**config.mk**
```make
export PLATFORM = sky130hd
export DESIGN_NAME = mux_recombinador_2a1
export DESIGN_NICKNAME = d
export VERILOG_FILES = /design/src/rtl/pcie_pkg.sv /design/src/rtl/mux_recombinador_2a1_lane_fifo.sv /design/src/rtl/mux_recombinador_2a1.sv
export SDC_FILE = /design/constraint.sdc
export NUM_CORES = 1
export LEC_CHECK = 0
export BUFFER_PORTS_ARGS = -buffer_cell sky130_fd_sc_hd__buf_2
export CAP_MARGIN = 20
export CORE_MARGIN = 2
export CORE_UTILIZATION = 30
export CTS_CLUSTER_DIAMETER = 50
export DETAILED_ROUTE_END_ITERATION = 10
export PLACE_DENSITY = 0.55
export SLEW_MARGIN = 20
export SYNTH_ARGS = -nofsm -noshare
export SYNTH_HDL_FRONTEND = slang
export SYNTH_SLANG_ARGS = --single-unit
```
**constraint.sdc**
```tcl
create_clock -name clk -period 2.7 [get_ports clk]
set_clock_uncertainty 0.2 [all_clocks]
set_input_delay 0.54 -clock clk [delete_from_list [all_inputs] [get_ports clk]]
set_output_delay 0.54 -clock clk [all_outputs]
set_load 0.02 [all_outputs]
```
**src/rtl/pcie_pkg.sv**
```systemverilog
// ============================================================================
// pcie_pkg : defaults and lane constants shared by the byte recombiner
// Rev 1.0
// ============================================================================
`default_nettype none

package pcie_pkg;

  localparam int unsigned DATA_W_DEFAULT     = 8;
  localparam int unsigned FIFO_DEPTH_DEFAULT = 4;

  typedef enum logic {
    LANE0 = 1'b0,
    LANE1 = 1'b1
  } lane_e;

endpackage

`default_nettype wire

```
**src/rtl/mux_recombinador_2a1_lane_fifo.sv**
```systemverilog
// ============================================================================
// lane_fifo : per-lane skew FIFO with sticky overflow on dropped pushes
// Rev 1.0
// ============================================================================
`default_nettype none

module lane_fifo
  import pcie_pkg::*;
#(
  parameter int unsigned DATA_W = DATA_W_DEFAULT,
  parameter int unsigned DEPTH  = FIFO_DEPTH_DEFAULT
) (
  input  logic              clk,
  input  logic              reset,
  input  logic              push,
  input  logic [DATA_W-1:0] push_data,
  input  logic              pop,
  output logic [DATA_W-1:0] head_data,
  output logic              empty,
  output logic              full,
  output logic              overflow
);

  localparam int unsigned AW = $clog2(DEPTH);
  localparam int unsigned CW = AW + 1;

  logic [DATA_W-1:0] mem_q [DEPTH];
  logic [AW-1:0]     wr_ptr_q, wr_ptr_d;
  logic [AW-1:0]     rd_ptr_q, rd_ptr_d;
  logic [CW-1:0]     count_q,  count_d;
  logic              overflow_q, overflow_d;
  logic              w_do_push;
  logic              w_do_pop;

  assign empty     = (count_q == '0);
  assign full      = (count_q == CW'(DEPTH));
  assign head_data = mem_q[rd_ptr_q];
  assign overflow  = overflow_q;

  // A full FIFO still accepts a push when its head leaves on the same edge.
  assign w_do_pop  = pop && !empty;
  assign w_do_push = push && (!full || w_do_pop);

  always_comb begin
    wr_ptr_d   = wr_ptr_q;
    rd_ptr_d   = rd_ptr_q;
    count_d    = count_q;
    overflow_d = overflow_q | (push & full & ~w_do_pop);
    if (w_do_push) wr_ptr_d = wr_ptr_q + 1'b1;
    if (w_do_pop)  rd_ptr_d = rd_ptr_q + 1'b1;
    case ({w_do_push, w_do_pop})
      2'b10:   count_d = count_q + 1'b1;
      2'b01:   count_d = count_q - 1'b1;
      default: count_d = count_q;
    endcase
  end

  always_ff @(posedge clk) begin
    if (reset) begin
      wr_ptr_q   <= '0;
      rd_ptr_q   <= '0;
      count_q    <= '0;
      overflow_q <= 1'b0;
    end else begin
      wr_ptr_q   <= wr_ptr_d;
      rd_ptr_q   <= rd_ptr_d;
      count_q    <= count_d;
      overflow_q <= overflow_d;
    end
  end

  always_ff @(posedge clk) begin
    if (!reset && w_do_push) mem_q[wr_ptr_q] <= push_data;
  end

endmodule

`default_nettype wire

```
**src/rtl/mux_recombinador_2a1.sv**
```systemverilog
// ============================================================================
// mux_recombinador_2a1 : merges even/odd byte lanes back into one byte stream
// Rev 1.0
// ============================================================================
`default_nettype none

module mux_recombinador_2a1
  import pcie_pkg::*;
#(
  parameter int unsigned DATA_W     = DATA_W_DEFAULT,
  parameter int unsigned FIFO_DEPTH = FIFO_DEPTH_DEFAULT
) (
  input  logic              clk,
  input  logic              reset,
  input  logic [DATA_W-1:0] data_in0,
  input  logic              valid_in0,
  input  logic [DATA_W-1:0] data_in1,
  input  logic              valid_in1,
  output logic [DATA_W-1:0] data_out,
  output logic              valid_out,
  output logic              expect_lane,
  output logic              overflow0,
  output logic              overflow1
);

  lane_e             sel_q, sel_d;
  logic [DATA_W-1:0] data_out_q, data_out_d;
  logic              valid_out_q, valid_out_d;
  logic              w_pop0, w_pop1;
  logic              w_empty0, w_empty1;
  logic              w_full0, w_full1;
  logic [DATA_W-1:0] w_head0, w_head1;
  logic              w_unused_full;

  lane_fifo #(.DATA_W(DATA_W), .DEPTH(FIFO_DEPTH)) u_lane0 (
    .clk       (clk),
    .reset     (reset),
    .push      (valid_in0),
    .push_data (data_in0),
    .pop       (w_pop0),
    .head_data (w_head0),
    .empty     (w_empty0),
    .full      (w_full0),
    .overflow  (overflow0)
  );

  lane_fifo #(.DATA_W(DATA_W), .DEPTH(FIFO_DEPTH)) u_lane1 (
    .clk       (clk),
    .reset     (reset),
    .push      (valid_in1),
    .push_data (data_in1),
    .pop       (w_pop1),
    .head_data (w_head1),
    .empty     (w_empty1),
    .full      (w_full1),
    .overflow  (overflow1)
  );

  assign w_unused_full = w_full0 | w_full1;

  // Strict alternation: an empty selected lane stalls the output, never skipped.
  always_comb begin
    sel_d       = sel_q;
    data_out_d  = data_out_q;
    valid_out_d = 1'b0;
    w_pop0      = 1'b0;
    w_pop1      = 1'b0;
    if (sel_q == LANE0) begin
      if (!w_empty0) begin
        w_pop0      = 1'b1;
        data_out_d  = w_head0;
        valid_out_d = 1'b1;
        sel_d       = LANE1;
      end
    end else begin
      if (!w_empty1) begin
        w_pop1      = 1'b1;
        data_out_d  = w_head1;
        valid_out_d = 1'b1;
        sel_d       = LANE0;
      end
    end
  end

  always_ff @(posedge clk) begin
    if (reset) begin
      sel_q       <= LANE0;
      data_out_q  <= '0;
      valid_out_q <= 1'b0;
    end else begin
      sel_q       <= sel_d;
      data_out_q  <= data_out_d;
      valid_out_q <= valid_out_d;
    end
  end

  assign data_out    = data_out_q;
  assign valid_out   = valid_out_q;
  assign expect_lane = sel_q;

endmodule

`default_nettype wire
```
-- Yosys cells after proc, flatten, opt, wreduce, memory -nomap -nowiden
Memories as Yosys holds them, arrays and structs flattened. A register that Yosys moved wholly into a read port is not among the register bits.
Index checks and enable logic that the tools add are counted.
Widths: inputs -> output; s select.
- bits in registers: 26
- memory bits (writable): 64
- input bits: 20
- output and inout port bits: 12
- memories: 2
- memories (name ; depth ; bits a word ; read ports ; clocked after memory_dff ; wr ports ; RTL line ; source):
    u_lane0.mem_q ; 4 ; 8 ; 1 ; 1 ; 1 ; mux_recombinador_2a1_lane_fifo.sv:27 ; logic [DATA_W-1:0] mem_q [DEPTH];
    u_lane1.mem_q ; 4 ; 8 ; 1 ; 1 ; 1 ; mux_recombinador_2a1_lane_fifo.sv:27 ;
- add/subtract/negate cells: 8
- eq/ne operators: 8
- muxes and demuxes: 20
- bitwise logic cells: 8
- reductions and logical operators: 18
- operator list (cell ; count):
    $mux 8 ; 3
    $pmux 3 s2 ; 2
    $mux 1 ; 11
    $add 2x1->2 const B ; 4
    $mux 2 ; 4
    $add 3x1->3 const B ; 2
    $eq 3x3->1 const B ; 2
    $logic_and 1x1->1 ; 6
    $logic_not 3->1 ; 2
    $sub 3x1->3 const B ; 2
    $logic_not 1->1 ; 5
    $and 1x1->1 ; 4
    $eq 2x1->1 const B ; 2
    $eq 2x2->1 const B ; 2
    $ne 2x2->1 const B ; 2
    $reduce_bool 2->1 ; 2
    $logic_or 1x1->1 ; 2
    $not 1->1 ; 2
    $or 1x1->1 ; 2
    $reduce_and 2->1 ; 1

-- Depth between registers and ports, before layout
Gate-level depths: netlist (run 1).
- depth after elaboration: 9
- mapped depth: 7

-- Hierarchy
From an unflattened synthesis (run 1), not the netlist that was laid out.
- cells, all modules: 257
- area, all modules: 3986.3 µm²
- by module, submodules not included (module ; instances ; cells each ; area each (µm²) ; sequential area each (µm²)):
    lane_fifo (u_lane0) ; 1 ; 115 ; 1813.0 ; 1161.1
    lane_fifo (u_lane1) ; 1 ; 99 ; 1675.4 ; 1161.1
    mux_recombinador_2a1 ; 1 ; 43 ; 498.0 ; 200.2

-- Least setup slack after synthesis (run 1)
No wires, ideal clock.
- path type: register -> register
- start: register sel_q (netlist: expect_lane)
- end: register u_lane1.count_q[2]
- setup time: 0.133 ns
- arrival time: 1.825 ns
- required time: 2.367 ns
- setup slack: 0.542 ns
- cell stages (with the launch flop): 7
- buffers on the path: 0
- cells stage by stage: dfxtp_1 -> o31a_1 -> nand2b_1 -> fa_1 -> nor4b_1 -> o21a_1 -> nor3_1
- word-level cells in the longest chain between the ends: 6
- elaborated cells between the ends (all ways): 8
- ends and longest elaborated chain (element ; RTL line ; source):
    from (decl) ; mux_recombinador_2a1.sv:26 ; lane_e sel_q, sel_d;
    from (signal assigned) ; mux_recombinador_2a1.sv:91 ; sel_q <= sel_d;
    $mux 1 (*) ; mux_recombinador_2a1.sv:68 ; if (sel_q == LANE0) begin
    $logic_and 1x1->1 (*) ; mux_recombinador_2a1_lane_fifo.sv:41 ; assign w_do_pop = pop && !empty;
    $logic_or 1x1->1 ; mux_recombinador_2a1_lane_fifo.sv:42 ; assign w_do_push = push && (!full || w_do_pop);
    $logic_and 1x1->1 ; mux_recombinador_2a1_lane_fifo.sv:42 ;
    $eq 2x1->1 / $eq 2x2->1 (equally long branches) ; mux_recombinador_2a1_lane_fifo.sv:51 ; case ({w_do_push, w_do_pop})
    $pmux 3 s2 / $reduce_bool 2->1 (equally long branches) ; - ;
    to (signal assigned) ; mux_recombinador_2a1_lane_fifo.sv:67 ; count_q <= count_d;
    to (decl) ; mux_recombinador_2a1_lane_fifo.sv:30 ; logic [CW-1:0] count_q, count_d;
Every way passes the cells marked *; elsewhere a longest branch is shown, timed or not.
A chain may end at the register's enable or synchronous reset.

-- Worst setup path after layout (run 1)
- start: register sel_q (netlist: expect_lane)
- end: memory u_lane1.mem_q[0][2] (netlist name) (enable)
- word-level cells in the longest chain between the ends: 7
- ends and longest elaborated chain (element ; RTL line ; source):
    $mux 1 ; mux_recombinador_2a1.sv:68 ;
    $logic_and 1x1->1 ; mux_recombinador_2a1_lane_fifo.sv:41 ;
    $logic_or 1x1->1 ; mux_recombinador_2a1_lane_fifo.sv:42 ;
    $logic_and 1x1->1 ; mux_recombinador_2a1_lane_fifo.sv:42 ;
    $logic_and 1x1->1 ; mux_recombinador_2a1_lane_fifo.sv:73 ; if (!reset && w_do_push) mem_q[wr_ptr_q] <= push_data;
    $mux 1 ; mux_recombinador_2a1_lane_fifo.sv:73 ;
    $mux 1 (implied by the code) ; mux_recombinador_2a1_lane_fifo.sv:73 ;
    to (decl) ; mux_recombinador_2a1_lane_fifo.sv:27 ;
Every way passes these cells.

==> flow_summary.ini, run 1 <==
[yosys]
synth_top_family_by_area = multiplexers
synth.ff_latch_count = 94
synth_edf_count = 64
syn_area_um2 = 3780
synth.net_count = 272
ys.warnings.count = 0
yosys_most_used_dff = edfxtp_1
synth_top_area_cell = edfxtp_1
muxShareOfSynthArea_pct = 11.8
synthTopCellsByArea = edfxtp_1 51%, dfxtp_1 16%, mux4_2 7.1%, nor2_1 2.7%, ha_1 2.6%
synth_top_area_share_pct = 50.8
synthAdderAreaFrac_pct = 3.70
yosysUniqueCellTypes = 43
synth-xor-area-share_pct = 1.39
synth_simple_gate_area_share_pct = 9.06
seq_area_frac_synth_pct = 66.7
syn_inst = 242
ys_async_sr_fraction_pct = 0
avgSynthCellArea_um2 = 15.6
synth_compound_area_share_pct = 5.26

[route]
routedWlPerCell_um = 15.3
first_iter_violations = 130
drt-pass1-iter-count = 4
routed_wirelength_um = 6960
viasPerCell = 4.46
antenna_left = 0
dr_total_vias = 2031
drc = 0

[sta]
tns_ns = 0
slew_headroom_pct = 51.5
fin_crit_sh_pct = 85.1
setup_violations = 0
rsz0062_at_grt = no
finalHoldViolations = 0
final_max_slew_viol_count = 0
worst_pin_slew_ns = 0.727
fin_ws_ns = 0.403
fmax_ghz = 0.435
fin_crit_ns = 2.30

[status]
outcome = completed

[finish]
nNetsFinal = 308
areaGrowthSynthToFinish_pct = 16.1
drive_above_1_share_pct = 24.7
diodes = 0
fillers = 1192

[cts]
postCtsHoldBufs = 0
post-cts-setup-buffer-count = 0
cts_made_buffers = 9
htree_levels = 3
cts-root-buf = clkbuf_16
clkTransAtPathRegs_ns = 0.07
cts_buffer_depth = 2
cts.sinks = 94
clock_latency_ns = 0.34
ctsResizeCount = 0
cts_tree = built

[power]
total_leakage_power_nw = 1.55
powerDensity_nw_per_um2 = 933
ir_worst_vdd_mv = 0.507

[worst_setup_path]
path_delay_family = simple AND/OR/NAND/NOR gates
rr_endpoint = u_lane1.mem_q[0][2]
cp_slowest_cell = dfxtp_1
crit_fanout = 14
cp.required_ns = 2.49
path_class = reg -> reg
crit_path_cell_trace = nor4b_1 > or2b_2 > nor2_1 > and2_1
r2r-start = expect_lane
startpoint_type = flip-flop
r2r_slack_ns = 0.40
critPathArrivalTime_ns = 2.08
critPathMaxStageDelay_ns = 0.59
cp-end-kind = flip-flop
path_buf_inv = 0
worst-r2r-cell-count = 4

[die]
die_y_um = 116
ios = 32
std_cell_rows = 41
start_util_pct = 30.4
die_width_um = 116
die-area_um2 = 13500
core_um2 = 12500

[global_route]
grt_pass1_wl_um = 11000
grt_max_degree = 18
antenna_found_initial = 0
grt_pass1_vias = 2046
gr-total-overflow = 0
grt_use_total_pct = 11.2

[hold_path]
hp-class = in -> reg
hold_start = data_in0[5]
worstHoldEndpoint = u_lane0.mem_q[0][5]
worstHoldPathCells = 1

[placed_design]
place_ws_ns = 0.403
place_congestion = 0.738
hpwl_um = 4890
io_buffer_count = 31

[run]
cap_violations = 0
==> through the flow <==
step	cell area, um2	util, %	total power, mW	instances	hold WS (ns)
2_1_floorplan	3780	-	2.72	242	0.285
3_3_place_gp	4130	33.1	2.98	439	0.248
3_5_place_dp	4130	33.1	3.00	439	0.249
4_1_cts	4390	35.2	4.15	455	0.204
5_1_grt	4390	35.2	4.33	455	0.210
6_report	4390	35.2	4.10	455	0.217
==> worst register-to-register path: stages (launching register included) <==
cell and delay [ns]:
dfxtp_1 0.59, nor4b_1 0.15, or2b_2 0.38, nor2_1 0.19
and2_1 0.43
==> registers in the layout, indices dropped and copies added (netlist names), named ones only <==
name / flops
u_lane0.wr_ptr_q: 2
u_lane1.overflow: 1
u_lane0.count_q: 3
u_lane1.wr_ptr_q: 2
u_lane1.count_q: 3
u_lane0.overflow: 1
u_lane1.rd_ptr_q: 2
u_lane0.mem_q: 32
u_lane0.rd_ptr_q: 2
data_out: 8
u_lane1.mem_q: 32
expect_lane: 1
valid_out: 1
==> where the power goes <==
part | switching (mW) | leakage, nW | internal, mW
clock | 0.490 | 0.132 | 0.639
combinational | 0.551 | 0.593 | 0.497
sequential | 0.196 | 0.828 | 1.72
==> worst max-delay path by stage <==
stage	from	end	slack (ns)	cells after the start
after floorplan	expect_lane	u_lane1.count_q[2]	0.54	6
after global placement	valid_in0	u_lane0.count_q[2]	0.48	7
after detailed placement	expect_lane	u_lane1.mem_q[0][7]	0.40	4
after CTS	expect_lane	u_lane1.mem_q[1][2]	0.37	4
after global routing	expect_lane	u_lane1.mem_q[2][2]	0.26	4
final	expect_lane	u_lane1.mem_q[0][2]	0.40	4
==> area by class of cell <==
| cell class | instances | area, um2 | area share, % |
|---|---|---|---|
| sequential | 94 | 2520 | 57.4 |
| multi-input combinational | 130 | 1180 | 26.9 |
| timing repair buffer | 33 | 170 | 3.87 |
| clock inverter | 5 | 25.0 | 0.570 |
| tap | 172 | 215 | 4.90 |
| inverter | 10 | 37.5 | 0.854 |
| clock buffer | 11 | 243 | 5.53 |
==> cells by family after synthesis <==
family	Yosys count
buffers and inverters	18
AOI/OAI and AO/OA	24
and+or+nand+nor	63
DFF	94
xor gates and xnor gates	6
muxes	27
adders and majority gates	10
==> layer usage <==
metal	track usage (%)	vias to the layer above	share of wire, %
met5	0	-	0
met4	3.10	0	1.2
met3	4.41	5	4.7
met2	17.2	38	46
met1	14.8	1010	48
li1	-	978	-
==> placed cells by master (no fill, tap or decap), types with 2 or more instances in the layout <==
cell type and instances:
inv_1 10, fa_1 2, mux4_2 12, dfxtp_1 30, buf_4 2, edfxtp_1 64, and2_1 8, ha_1 8
a21o_1 3, mux2i_1 10, buf_2 31, nor2_1 27, xor2_1 3, mux2_4 5, xnor2_1 3, a22o_1 4
clkinv_1 3, nand2_1 2, o22ai_1 7, nor3_1 9, nor4b_1 2, a21oi_1 3, clkbuf_16 9, nand2b_1 2
nand3_1 2, o21a_1 2
==> cells in the mapped netlist, types with 3 or more instances <==
| cell | n |
|---|---|
| edfxtp_1 | 64 |
| dfxtp_1 | 30 |
| nor2_1 | 27 |
| mux4_2 | 12 |
| inv_1 | 10 |
| mux2i_1 | 10 |
| nor3_1 | 9 |
| and2_1 | 8 |
| ha_1 | 8 |
| o22ai_1 | 7 |
| mux2_4 | 5 |
| a22o_1 | 4 |
| a21o_1 | 3 |
| a21oi_1 | 3 |
| clkbuf_1 | 3 |
| xnor2_1 | 3 |
| xor2_1 | 3 |
Note: power is estimated with default switching activity, not from simulation.
==> run 2, diff against run 1 <==
--- a/config.mk
+++ b/config.mk
@@ -7,11 +7,13 @@
 export LEC_CHECK = 0
 export BUFFER_PORTS_ARGS = -buffer_cell sky130_fd_sc_hd__buf_2
 export CAP_MARGIN = 20
+export CELL_PAD_IN_SITES_DETAIL_PLACEMENT = 2
+export CELL_PAD_IN_SITES_GLOBAL_PLACEMENT = 2
 export CORE_MARGIN = 2
-export CORE_UTILIZATION = 30
+export CORE_UTILIZATION = 40
 export CTS_CLUSTER_DIAMETER = 50
 export DETAILED_ROUTE_END_ITERATION = 10
-export PLACE_DENSITY = 0.55
+export PLACE_DENSITY = 0.83
 export SLEW_MARGIN = 20
 export SYNTH_ARGS = -nofsm -noshare
 export SYNTH_HDL_FRONTEND = slang
==> flow_summary.ini, run 2 (synthesis gave the netlist of run 1 again) <==
[die]
ios = 32
die_y_um = 101
die_width_um = 101
core_um2 = 9200
std_cell_rows = 35
start_util_pct = 41.1
die-area_um2 = 10300

[cts]
htree_levels = 3
cts_buffer_depth = 2
ctsResizeCount = 0
cts-root-buf = clkbuf_8
post-cts-setup-buffer-count = 0
cts_tree = built
clkTransAtPathRegs_ns = 0.09
cts.sinks = 94
cts_made_buffers = 9
clock_latency_ns = 0.36
postCtsHoldBufs = 0

[worst_setup_path]
path_class = reg -> reg
cp.required_ns = 2.78
startpoint_type = flip-flop
crit_fanout = 6
critPathArrivalTime_ns = 2.40
cp-end-kind = flip-flop
worst-r2r-cell-count = 6
r2r_slack_ns = 0.38

[route]
drc = 0
dr_total_vias = 2048
antenna_left = 0
drt-pass1-iter-count = 4
viasPerCell = 5.18
routed_wirelength_um = 7850
routedWlPerCell_um = 19.9
first_iter_violations = 49

[global_route]
gr-total-overflow = 0
grt_pass1_wl_um = 12500
grt_max_degree = 19
antenna_found_initial = 0
grt_use_total_pct = 16.8
grt_pass1_vias = 2284

[finish]
regArea_um2 = 2520
drive_above_1_share_pct = 26.1
final_cell_mix = 64 x edfxtp_1, 31 x buf_2, 30 x dfxtp_1, 27 x nor2_1, 12 x mux4_2
multi_input_area_um2 = 1180
final_core_utilization_pct = 46.5
stdcell_count = 395
final_common_cell = edfxtp_1
fillers = 891
nNetsFinal = 309
areaGrowthSynthToFinish_pct = 13.1
diodes = 0

[sta]
tns_ns = 0
final_max_slew_viol_count = 0
slew_headroom_pct = 39.7
fmax_ghz = 0.431
rsz0062_at_grt = no
finalHoldViolations = 0
fin_crit_ns = 2.32
whs_ns = 0.190
worst_pin_slew_ns = 0.898
setup_violations = 0
fin_crit_sh_pct = 85.9

[hold_path]
worstHoldPathCells = 1
hp-class = in -> reg

[power]
powerDensity_nw_per_um2 = 948
total_leakage_power_nw = 1.54
ir_worst_vdd_mv = 0.317

[placed_design]
placed_cells = 379
io_buffer_count = 31
place_congestion = 0.748
hpwl_um = 5500

[run]
cap_violations = 0

[status]
outcome = completed
==> run 2: cell count changes in the layout (fill, tap and decap cells not counted), sizes merged <==
cell    delta
bufinv     +2
buf        +1
clkinv     -2
==> run 2: area by class of cell <==
| type | instances | share of cell area, % |
|---|---|---|
| sequential | 94 | 58.9 |
| multi-input combinational | 130 | 27.6 |
| timing repair buffer | 34 | 4.15 |
| clock buffer | 11 | 3.30 |
| tap | 111 | 3.24 |
| clock inverter | 5 | 1.93 |
| inverter | 10 | 0.877 |
==> run 2: metal layers <==
layer / vias to the layer above / wire length [um] / share of wire [%] / track usage [%]
met3: 12 / 188 / 2.4 / 2.90
met2: 27 / 4060 / 52 / 29.4
met5: - / 0 / 0 / 0
li1: 976 / - / - / -
met4: 0 / 129 / 1.6 / 7.17
met1: 1033 / 3480 / 44 / 20.5
==> run 2: worst max-delay path, cell delays in order (launching register included) <==
cell	delay, ns
dfxtp_1	0.45
o31a_1	0.35
nand2b_1	0.15
fa_1	0.39
nor4b_1	0.42
nor3_1	0.08
nor3_1	0.19
==> run 2: power by group <==
part	total (mW)	switching [mW]	internal, mW
registers	1.91	0.188	1.72
clock network	1.03	0.481	0.549
logic	1.12	0.604	0.515
total	4.06	1.27	2.79
==> run 2: final timing paths <==
| kind | endpoint | start |
|---|---|---|
| setup reg to reg | u_lane1.count_q[2] | u_lane1.count_q[2] |
| hold / removal | u_lane0.mem_q[3][6] | data_in0[6] |
| hold reg to reg | data_out[7] | data_out[7] |
| setup / recovery | u_lane1.count_q[2] | u_lane1.count_q[2] |
==> run 2: through the flow <==
| stage | power (mW) | setup slack [ns] | instance area, um2 |
|---|---|---|---|
| 4_1_cts | 4.13 | 0.335 | 4280 |
| 3_5_place_dp | 3.07 | 0.377 | 4060 |
| 5_1_grt | 4.30 | 0.107 | 4280 |
| 3_3_place_gp | 3.00 | 0.483 | 4060 |
| 6_report | 4.06 | 0.380 | 4280 |
| 2_1_floorplan | 2.72 | 0.542 | 3780 |
